## src/rtl/imem_program_loader_if.sv

```systemverilog
`default_nettype none
// ============================================================================
//  Module   : imem_program_loader_if
//  Purpose  : Bundles the host-side byte stream (with its session request) and
//             the instruction-memory write port of the program loader.
//  Ports    : load_req          - one-cycle request to begin a load session
//             s_valid/s_data    - stream byte and its valid
//             s_ready           - loader accepts the byte this cycle
//             LOAD_PROGRAM_CTRL - one-cycle instruction-memory write strobe
//             LOAD_PROGRAM_ADDR - write address (byte addressed)
//             LOAD_PROGRAM_DATA - 32-bit write data
//  Modports : master - host / stream source side
//             slave  - loader side
//  Revision : 1.0 - initial release
// ============================================================================
interface imem_program_loader_if #(
  parameter int ADDR_W = 20
);
  logic              load_req;
  logic              s_valid;
  logic [7:0]        s_data;
  logic              s_ready;
  logic              LOAD_PROGRAM_CTRL;
  logic [ADDR_W-1:0] LOAD_PROGRAM_ADDR;
  logic [31:0]       LOAD_PROGRAM_DATA;

  modport master (
    output load_req, s_valid, s_data,
    input  s_ready, LOAD_PROGRAM_CTRL, LOAD_PROGRAM_ADDR, LOAD_PROGRAM_DATA
  );

  modport slave (
    input  load_req, s_valid, s_data,
    output s_ready, LOAD_PROGRAM_CTRL, LOAD_PROGRAM_ADDR, LOAD_PROGRAM_DATA
  );
endinterface
`default_nettype wire

```

## src/rtl/imem_program_loader.sv

```systemverilog
`default_nettype none
// ============================================================================
//  Module   : imem_program_loader
//  Purpose  : Receives a byte stream framed as N (4 bytes) + N payload words +
//             XOR checksum (4 bytes), all little-endian, writes each payload
//             word into instruction memory and pulses START when the checksum
//             matches.
//  Ports    : CLK, RST      - clock, synchronous active-high reset
//             bus (slave)   - load_req, byte stream, memory write port
//             busy          - session in progress (HDR, DATA, WRITE, CSUM)
//             done          - sticky: last session completed with good checksum
//             error         - sticky: last session failed
//             START         - one-cycle pulse on entry to DONE
//             words_loaded  - words written in the current/last session
//  Revision : 1.0 - initial release
// ============================================================================
module imem_program_loader #(
  parameter int ADDR_W    = 20,
  parameter int BASE_ADDR = 0,
  parameter int ADDR_STEP = 4,
  parameter int MAX_WORDS = 1024
) (
  input  logic                        CLK,
  input  logic                        RST,
  imem_program_loader_if.slave        bus,
  output logic                        busy,
  output logic                        done,
  output logic                        error,
  output logic                        START,
  output logic [15:0]                 words_loaded
);

  typedef enum logic [2:0] {
    S_IDLE  = 3'd0,
    S_HDR   = 3'd1,
    S_DATA  = 3'd2,
    S_WRITE = 3'd3,
    S_CSUM  = 3'd4,
    S_DONE  = 3'd5,
    S_ERROR = 3'd6
  } state_t;

  state_t            state;
  logic [1:0]        byte_cnt;
  logic [23:0]       shreg;      // bytes 0..2 of the word being assembled
  logic [15:0]       n_words;
  logic [31:0]       acc;
  logic [ADDR_W-1:0] next_addr;  // address the next payload word goes to

  logic        xfer;
  logic        last_byte;
  logic [31:0] word_full;

  // s_ready and busy are pure decodes of the state register, so they are
  // glitch-free and settle right after the clock edge.
  assign bus.s_ready = (state == S_HDR) || (state == S_DATA) || (state == S_CSUM);
  assign busy        = bus.s_ready || (state == S_WRITE);

  assign xfer      = bus.s_valid && bus.s_ready;
  assign last_byte = (byte_cnt == 2'd3);
  // The 4th byte arrives last and forms the most significant byte.
  assign word_full = {bus.s_data, shreg};

  always_ff @(posedge CLK) begin
    if (RST) begin
      state                 <= S_IDLE;
      byte_cnt              <= '0;
      shreg                 <= '0;
      n_words               <= '0;
      acc                   <= '0;
      next_addr             <= '0;
      words_loaded          <= '0;
      done                  <= 1'b0;
      error                 <= 1'b0;
      START                 <= 1'b0;
      bus.LOAD_PROGRAM_CTRL <= 1'b0;
      bus.LOAD_PROGRAM_ADDR <= '0;
      bus.LOAD_PROGRAM_DATA <= '0;
    end else begin
      START                 <= 1'b0;
      bus.LOAD_PROGRAM_CTRL <= 1'b0;

      if (xfer) begin
        byte_cnt <= byte_cnt + 2'd1;
        shreg    <= word_full[31:8];
      end

      case (state)
        S_IDLE, S_DONE, S_ERROR: begin
          if (bus.load_req) begin
            state        <= S_HDR;
            byte_cnt     <= '0;
            acc          <= '0;
            words_loaded <= '0;
            next_addr    <= ADDR_W'(BASE_ADDR);
            done         <= 1'b0;
            error        <= 1'b0;
          end
        end

        S_HDR: begin
          if (xfer && last_byte) begin
            if (word_full > 32'(MAX_WORDS)) begin
              state <= S_ERROR;
              error <= 1'b1;
            end else begin
              n_words <= word_full[15:0];
              state   <= (word_full == 32'd0) ? S_CSUM : S_DATA;
            end
          end
        end

        S_DATA: begin
          // Strobe, address and data are launched together so they are all
          // valid during the single WRITE cycle.
          if (xfer && last_byte) begin
            state                 <= S_WRITE;
            bus.LOAD_PROGRAM_CTRL <= 1'b1;
            bus.LOAD_PROGRAM_ADDR <= next_addr;
            bus.LOAD_PROGRAM_DATA <= word_full;
          end
        end

        S_WRITE: begin
          acc          <= acc ^ bus.LOAD_PROGRAM_DATA;
          next_addr    <= next_addr + ADDR_W'(ADDR_STEP);
          words_loaded <= words_loaded + 16'd1;
          state        <= (words_loaded + 16'd1 == n_words) ? S_CSUM : S_DATA;
        end

        S_CSUM: begin
          if (xfer && last_byte) begin
            if (word_full == acc) begin
              state <= S_DONE;
              done  <= 1'b1;
              START <= 1'b1;
            end else begin
              state <= S_ERROR;
              error <= 1'b1;
            end
          end
        end

        default: state <= S_IDLE;
      endcase
    end
  end

endmodule
`default_nettype wire
```

## src/flat_wrapper.sv

```systemverilog
// flat-port wrapper written by rule: the top's interface ports become plain ports
module imem_program_loader_flat 
#(
  parameter int ADDR_W    = 20,
  parameter int BASE_ADDR = 0,
  parameter int ADDR_STEP = 4,
  parameter int MAX_WORDS = 1024
)
  (CLK, RST, busy, done, error, START, words_loaded, bus_load_req, bus_s_valid, bus_s_data, bus_s_ready, bus_LOAD_PROGRAM_CTRL, bus_LOAD_PROGRAM_ADDR, bus_LOAD_PROGRAM_DATA);
  imem_program_loader_if #(.ADDR_W(ADDR_W)) bus_i ();
  input  logic CLK;
  input  logic RST;
  output logic busy;
  output logic done;
  output logic error;
  output logic START;
  output logic [15:0] words_loaded;
  input wire logic [$bits(bus_i.load_req)-1:0] bus_load_req;
  input wire logic [$bits(bus_i.s_valid)-1:0] bus_s_valid;
  input wire logic [$bits(bus_i.s_data)-1:0] bus_s_data;
  output wire logic [$bits(bus_i.s_ready)-1:0] bus_s_ready;
  output wire logic [$bits(bus_i.LOAD_PROGRAM_CTRL)-1:0] bus_LOAD_PROGRAM_CTRL;
  output wire logic [$bits(bus_i.LOAD_PROGRAM_ADDR)-1:0] bus_LOAD_PROGRAM_ADDR;
  output wire logic [$bits(bus_i.LOAD_PROGRAM_DATA)-1:0] bus_LOAD_PROGRAM_DATA;
  assign bus_i.load_req = bus_load_req;
  assign bus_i.s_valid = bus_s_valid;
  assign bus_i.s_data = bus_s_data;
  assign bus_s_ready = bus_i.s_ready;
  assign bus_LOAD_PROGRAM_CTRL = bus_i.LOAD_PROGRAM_CTRL;
  assign bus_LOAD_PROGRAM_ADDR = bus_i.LOAD_PROGRAM_ADDR;
  assign bus_LOAD_PROGRAM_DATA = bus_i.LOAD_PROGRAM_DATA;
  imem_program_loader #(.ADDR_W(ADDR_W), .BASE_ADDR(BASE_ADDR), .ADDR_STEP(ADDR_STEP), .MAX_WORDS(MAX_WORDS)) u_core (.CLK(CLK), .RST(RST), .bus(bus_i), .busy(busy), .done(done), .error(error), .START(START), .words_loaded(words_loaded));
endmodule
```

## config.mk

```make
export PLATFORM = sky130hd
export DESIGN_NAME = imem_program_loader_flat
export DESIGN_NICKNAME = d
export VERILOG_FILES = /design/src/rtl/imem_program_loader_if.sv /design/src/rtl/imem_program_loader.sv /design/src/flat_wrapper.sv
export SDC_FILE = /design/constraint.sdc
export NUM_CORES = 1
export LEC_CHECK = 0
export CAP_MARGIN = 20
export CORE_ASPECT_RATIO = 0.8
export CORE_MARGIN = 3
export CORE_UTILIZATION = 40
export CTS_BUF_LIST = sky130_fd_sc_hd__clkbuf_4 sky130_fd_sc_hd__clkbuf_8
export CTS_CLUSTER_DIAMETER = 50
export CTS_CLUSTER_SIZE = 14
export DETAILED_ROUTE_END_ITERATION = 16
export GPL_TIMING_DRIVEN = 0
export SLEW_MARGIN = 30
export SYNTH_ARGS = -nofsm -noshare
export SYNTH_HDL_FRONTEND = slang
export SYNTH_SLANG_ARGS = --single-unit
```

## constraint.sdc

```tcl
create_clock -name CLK -period 3.3 [get_ports CLK]
set_input_delay 0.66 -clock CLK [delete_from_list [all_inputs] [get_ports CLK]]
set_output_delay 0.66 -clock CLK [all_outputs]
set_load 0.02 [all_outputs]
```

==> results.json <==
{
  "cts-root-buf": "clkbuf_8",
  "placed_cell_area_um2": 8620,
  "dieArea_um2": 20400,
  "synth_most_common_cell": "nand2_1",
  "start_kind": "register",
  "post-route-period-util_pct": 91.9,
  "synthTopCellsByCount": "nand2_1, dfxtp_1, nor2_1",
  "synthTopCellsByArea": "dfxtp_1, nand2_1, a21oi_1",
  "nets": 1050,
  "port-buffer-count": 81,
  "status": "finished clean",
  "postLayoutCellArea_um2": 9010,
  "clock_sinks": 165,
  "synth-edff-count": 0,
  "grt_pass1_vias": 6286,
  "core-area_um2": 18300,
  "cp.required_ns": 2.64,
  "drv_slew": 0,
  "drt_wl_total_mm": 21.0,
  "p_per_area_nw_per_um2": 502,
  "grt_max_degree": 17,
  "leakage_nw": 3.05,
  "fp.dieH_um": 128,
  "dp_hpwl_mm": 15.3,
  "period_needed_ns": 3.03,
  "tns_ns": 0,
  "worstSkewPairLatency_ns": 0.47,
  "ys_seq_area_share_pct": 44.1,
  "drive_above_1_share_pct": 6.68,
  "rrSetupSlack_ns": 0.53,
  "max_freq_mhz": 330,
  "hold_viol": 0,
  "wire_per_inst_um": 16.1,
  "slew_headroom_pct": 47.7,
  "cts_buffers": 17,
  "crit_fanout": 10,
  "yosys_warnings": 0,
  "path_clk_slew_ns": 0.10,
  "antenna_found_initial": 0,
  "min-delay-start": "u_core.bus.LOAD_PROGRAM_ADDR[11]$_SDFFE_PP0P_",
  "r2r-end": "u_core.state[2]$_SDFFE_PP0P_",
  "yosysTopAreaCellShare_pct": 44.1,
  "crit_type": "reg2out",
  "grt_pass1_wl_mm": 33.9,
  "maxCapViolCount": 0,
  "firstDrtPassIters": 5,
  "ant_nets": 0,
  "drt_iter0_markers": 617,
  "crit_arrival_ns": 2.37,
  "overflow": 0,
  "r2r_cells": 8,
  "htreeDepth": 4,
  "post-synth-top-area-cell": "dfxtp_1",
  "synthFlopType": "dfxtp_1",
  "rows": 44,
  "min_path_cells": 2,
  "hold_path.class": "reg2reg",
  "tightest_slew_ns": 0.784,
  "reg2reg_from": "u_core.words_loaded[1]$_SDFFE_PP0P_",
  "finalSetupViolations": 0,
  "clockBufferDepth": 2,
  "diodes": 0,
  "synthDistinctLibCells": 60,
  "peakVddDrop_mv": 0.246,
  "syn_inst": 934,
  "vias": 6754,
  "die_w_um": 159,
  "critPathCaptureType": "output port",
  "cts_tree": "yes",
  "place.gp.congestion": 0.897,
  "ioPinCount": 86,
  "vias_per_cell": 5.19,
  "synthToLayoutAreaGrowth_pct": 20.4,
  "synth_area_um2": 7490,
  "skew_ns": 0.0152,
  "hold-path-endpoint": "u_core.bus.LOAD_PROGRAM_ADDR[11]$_SDFFE_PP0P_",
  "start_util_pct": 41.0,
  "ys_async_sr_fraction_pct": 0,
  "synth-seq-cells": 165,
  "grt_util_all_layers_pct": 20.8,
  "drcViolationCount": 0,
  "syn_area_per_cell_um2": 8.02,
  "post_cts_buffers": 0,
  "rsz0062_at_grt": "no"
}
[per-layer routing]
layer / part of all wire (%) / wire length (um) / track usage (%) / vias to the layer above
met5: 0 / 0 / 0 / -
met4: 1.4 / 298 / 5.15 / 0
met3: 7.1 / 1490 / 4.57 / 26
met2: 41 / 8540 / 30.1 / 233
met1: 51 / 10700 / 31.3 / 3156
li1: - / - / - / 3339
[flip-flops by register name (all words and copies together) (netlist names), 3 cells and up]
| register | cells |
|---|---|
| u_core.state | 3 |
| u_core.acc | 32 |
| u_core.shreg | 24 |
| u_core.bus.LOAD_PROGRAM_DATA | 32 |
| u_core.next_addr | 18 |
| u_core.n_words | 16 |
| u_core.words_loaded | 16 |
| u_core.bus.LOAD_PROGRAM_ADDR | 18 |
[cell type report]
class	instances	area, um^2
inverters	8	30.0
clock inverters	10	96.3
well taps	253	317
fillers	1863	9260
multi-input cells	698	3860
flip-flops and latches	165	3300
repair buffers	81	811
plain buffers	64	298
clock buffers	22	297
[cells by family after synthesis]
kind of cell	count (synthesis)	synth area share, %
AND/OR/NAND/NOR	427	25.6
flip-flops	165	44.1
AO/OA/AOI/OAI	157	12.3
XOR/XNOR	92	10.8
buffers and inverters	72	4.34
multiplexers	17	2.34
adder cells (fa/ha/maj)	3	0.501
other	1	0.0501
[power by group]
part           internal (mW)  switching (mW)
Combinational          0.300           0.663
Clock                  0.688           0.771
Sequential              2.04          0.0652
Total                   3.03            1.50
[what timing repair did]
| item | in CTS | in global routing |
|---|---|---|
| hold buffers | 0 | 0 |
| setup endpoints to repair | 1 | 1 |
| pin swaps | 0 | 0 |
| resized for setup | 1 | 2 |
| hold endpoints to repair | 0 | 0 |
[critical path, cell delays in order, from the launching register on]
cell             delay (ns)
dfxtp_1                0.32
buf_2                  0.20
or3b_1                 0.46
o21ai_2                0.18
nand2b_1               0.15
clkdlybuf4s50_1        0.60
[stage by stage]
stage	std cells	hold slack, ns	power (mW)	utilization, %	setup WS [ns]
after detailed placement	1269	0.446	3.10	47.2	0.113
final	1301	0.456	4.53	49.3	0.269
after global routing	1301	0.476	4.74	49.3	0.167
after global placement	1269	0.446	3.11	47.2	0.0753
after floorplan	935	0.437	2.77	-	0.950
after CTS	1301	0.459	4.54	49.3	0.0965
[worst max path at each step]
stage / startpoint / endpoint
finish: u_core.state[2]$_SDFFE_PP0P_ / busy
global route: u_core.state[2]$_SDFFE_PP0P_ / busy
CTS: u_core.state[2]$_SDFFE_PP0P_ / busy
detailed placement: bus_s_data[0] / u_core.n_words[10]$_SDFFE_PP0P_
global placement: bus_s_data[0] / u_core.n_words[3]$_SDFFE_PP0P_
floorplan: u_core.words_loaded[1]$_SDFFE_PP0P_ / u_core.state[2]$_SDFFE_PP0P_
[cells in the final DEF, fill, tap and decap left out, types with 7 or more instances in the layout]
master           count
a21oi_1            102
a311oi_1             7
and2_1               7
buf_2               12
buf_4                7
clkbuf_1            40
clkbuf_8            21
clkdlybuf4s50_1     81
dfxtp_1            165
inv_1                8
mux2i_1             13
nand2_1            218
nand2b_1             8
nand3_1             21
nand4_1             11
nor2_1             105
nor3_1              12
nor4_1              13
o21ai_0             16
xnor2_1             36
xor2_1              56
Power figures use the tool's default switching activity.
==> RTL edit: new RTL, same settings <==
`ADDR_W` is set to 20 in 3 places; all go to 16.
--- a/src/rtl/imem_program_loader_if.sv
+++ b/src/rtl/imem_program_loader_if.sv
@@ -15,5 +15,5 @@
 // ============================================================================
 interface imem_program_loader_if #(
-  parameter int ADDR_W = 20
+  parameter int ADDR_W = 16
 );
   logic              load_req;
--- a/src/rtl/imem_program_loader.sv
+++ b/src/rtl/imem_program_loader.sv
@@ -16,5 +16,5 @@
 // ============================================================================
 module imem_program_loader #(
-  parameter int ADDR_W    = 20,
+  parameter int ADDR_W    = 16,
   parameter int BASE_ADDR = 0,
   parameter int ADDR_STEP = 4,
--- a/src/flat_wrapper.sv
+++ b/src/flat_wrapper.sv
@@ -2,5 +2,5 @@
 module imem_program_loader_flat 
 #(
-  parameter int ADDR_W    = 20,
+  parameter int ADDR_W    = 16,
   parameter int BASE_ADDR = 0,
   parameter int ADDR_STEP = 4,
Ports: changed (resized bus_LOAD_PROGRAM_ADDR); port bits go from 86 to 82. The function was not compared with the original's and may differ.
==> RTL edit against the unedited design <==
  * Register-to-register slack better by 0.15 ns
  * Sequential cell count is 8 lower
  * Setup slack better by 0.040 ns
  * Largest power group unchanged
  * Total power is 9.0% higher
  * Worst hold slack hardly changed
  * Combinational power is 19% higher
  * Synthesized area is 4.2% lower
  * Critical path depth stayed put
  * First-iteration DRC count is 4.5% higher
  * Routed wire length is 1.3% lower
  * Sequential share of layout area is 0.74 points lower
  * Clock skew is 0.0063 ns lower
  * Final area is 2.9% lower
==> RTL edit: results (changes against the unedited design) <==
grt:
  grtUsageMet2_pct: 30.2  # +0.057 points
  first_global_vias: 5933  # -5.6%
  grt.met1_usage_pct: 33.2  # +1.9 points
  gr-usage-met3_pct: 4.50  # -0.070 points
  grt_pass1_wl_mm: 33.1  # -2.6%
yosys:
  synth_mux_area_share_pct: 6.21  # +3.9 points
  synthTopCellsByArea: "dfxtp_1, xor2_1, nand2_1, nor2_1, mux2i_1"
  synth_compound_area_share_pct: 11.9  # -0.39 points
  synthXorXnorAreaFrac_pct: 11.0  # +0.22 points
  ys_types: 58  # -3.3%
  ys_seq_area_share_pct: 43.8  # -0.31 points
  synthTopCellsByCount: "dfxtp_1, nand2_1, nor2_1, xor2_1, a21oi_1"
  synthAdderAreaFrac_pct: 0.523  # +0.022 points
  syn_area_per_cell_um2: 8.31  # +3.7%
worst_setup_path:
  reg2reg_from: "u_core.state[1]"
  critPathMaxFanout: 10  # unchanged
  worstPathArrival_ns: 2.33  # -0.04 ns
  worstReg2RegEnd: "u_core.acc[20]"
  reg2reg_depth: 7  # -1
worst_hold_path:
  min_from: "u_core.bus.LOAD_PROGRAM_ADDR[6]"
  holdPathEnd: "u_core.bus.LOAD_PROGRAM_ADDR[6]"
place:
  gp_congestion: 0.904  # +0.78%
  dp_cells: 1167  # -8.0%
  dp.final_hpwl_mm: 14.7  # -3.5%
  io_buffer_count: 78  # -3.7%
  place_ws_ns: 0.0281  # -0.0852 ns
  place_area_um2: 8250  # -4.3%
layout:
  nFillCells: 1709  # -8.3%
  drive_above_1_share_pct: 6.66  # -0.020 points
  fin_nets: 978  # -6.9%
timing:
  worst_clock_skew_ns: 0.00889  # -0.00631 ns
  fin_crit_sh_pct: 90.6  # -1.2 points
  maxSlewHeadroom_pct: 46.2  # -1.5 points
run_status:
  status: "completed"
routing:
  wl_met2_mm: 8.66  # +1.4%
  wl_met3_mm: 1.15  # -23%
  first_iter_violations: 645  # +4.5%
  drt-total-wl_mm: 20.7  # -1.3%
  wl_met1_mm: 10.7  # +0.55%
cts:
  ctsResizeCount: 0  # -1
power:
  p_leak_nw: 3.32  # +8.7%
RTL edit: changes by cell type in the layout (fill, tap and decap cells not counted), moves of 10 or more:
cell,change
nor2_1,+10
xor2_1,+23
a21oi_1,-28
nand2_1,-64
mux2i_1,+27
xnor2_1,-25
RTL edit: per-stage QoR:
stage	utilization, %	power (W)	hold WS, ns
floorplan	-	0.00282	0.443
global placement	47.1	0.00319	0.444
detailed placement	47.2	0.00320	0.446
CTS	50.0	0.00493	0.458
global route	50.1	0.00514	0.475
finish	50.1	0.00494	0.457
RTL edit: cells by family (layout without fill, tap and decap cells):
group | count (synthesis) | after routing
AND/OR/NAND/NOR | 365 | 365
flip-flops | 157 | 157
AO/OA/AOI/OAI | 140 | 140
XOR/XNOR | 90 | 90
buffers and inverters | 63 | 175
multiplexers | 44 | 44
adder cells (fa/ha/maj) | 3 | 3
other | 1 | 2
RTL edit: how the worst max path moves through the flow:
| stage | cells past startpoint | startpoint | end |
|---|---|---|---|
| 2_1_floorplan | 7 | u_core.words_loaded[0] | u_core.state[1] |
| 3_3_place_gp | 9 | bus_s_data[0] | u_core.n_words[2] |
| 3_5_place_dp | 9 | bus_s_data[0] | u_core.n_words[2] |
| 4_1_cts | 5 | u_core.state[0] | busy |
| 5_1_grt | 5 | u_core.state[2] | busy |
| 6_report | 5 | u_core.state[2] | busy |
RTL edit: layout make-up:
class                      count  share of cell area, %
buffer                        55                   2.80
clock buffer                  23                   3.54
clock inverter                 9                   2.04
inverter                       8                  0.343
multi-input combinational    644                   43.1
sequential                   157                   35.9
tap                          225                   3.22
timing repair buffer          80                   9.09
RTL edit: report_power, final:
part / switching [W] / leakage, nW / internal [W]
clock: 0.000732 / 0.242 / 0.00101
sequential: 0.0000913 / 1.27 / 0.00195
combinational: 0.000735 / 1.81 / 0.000412
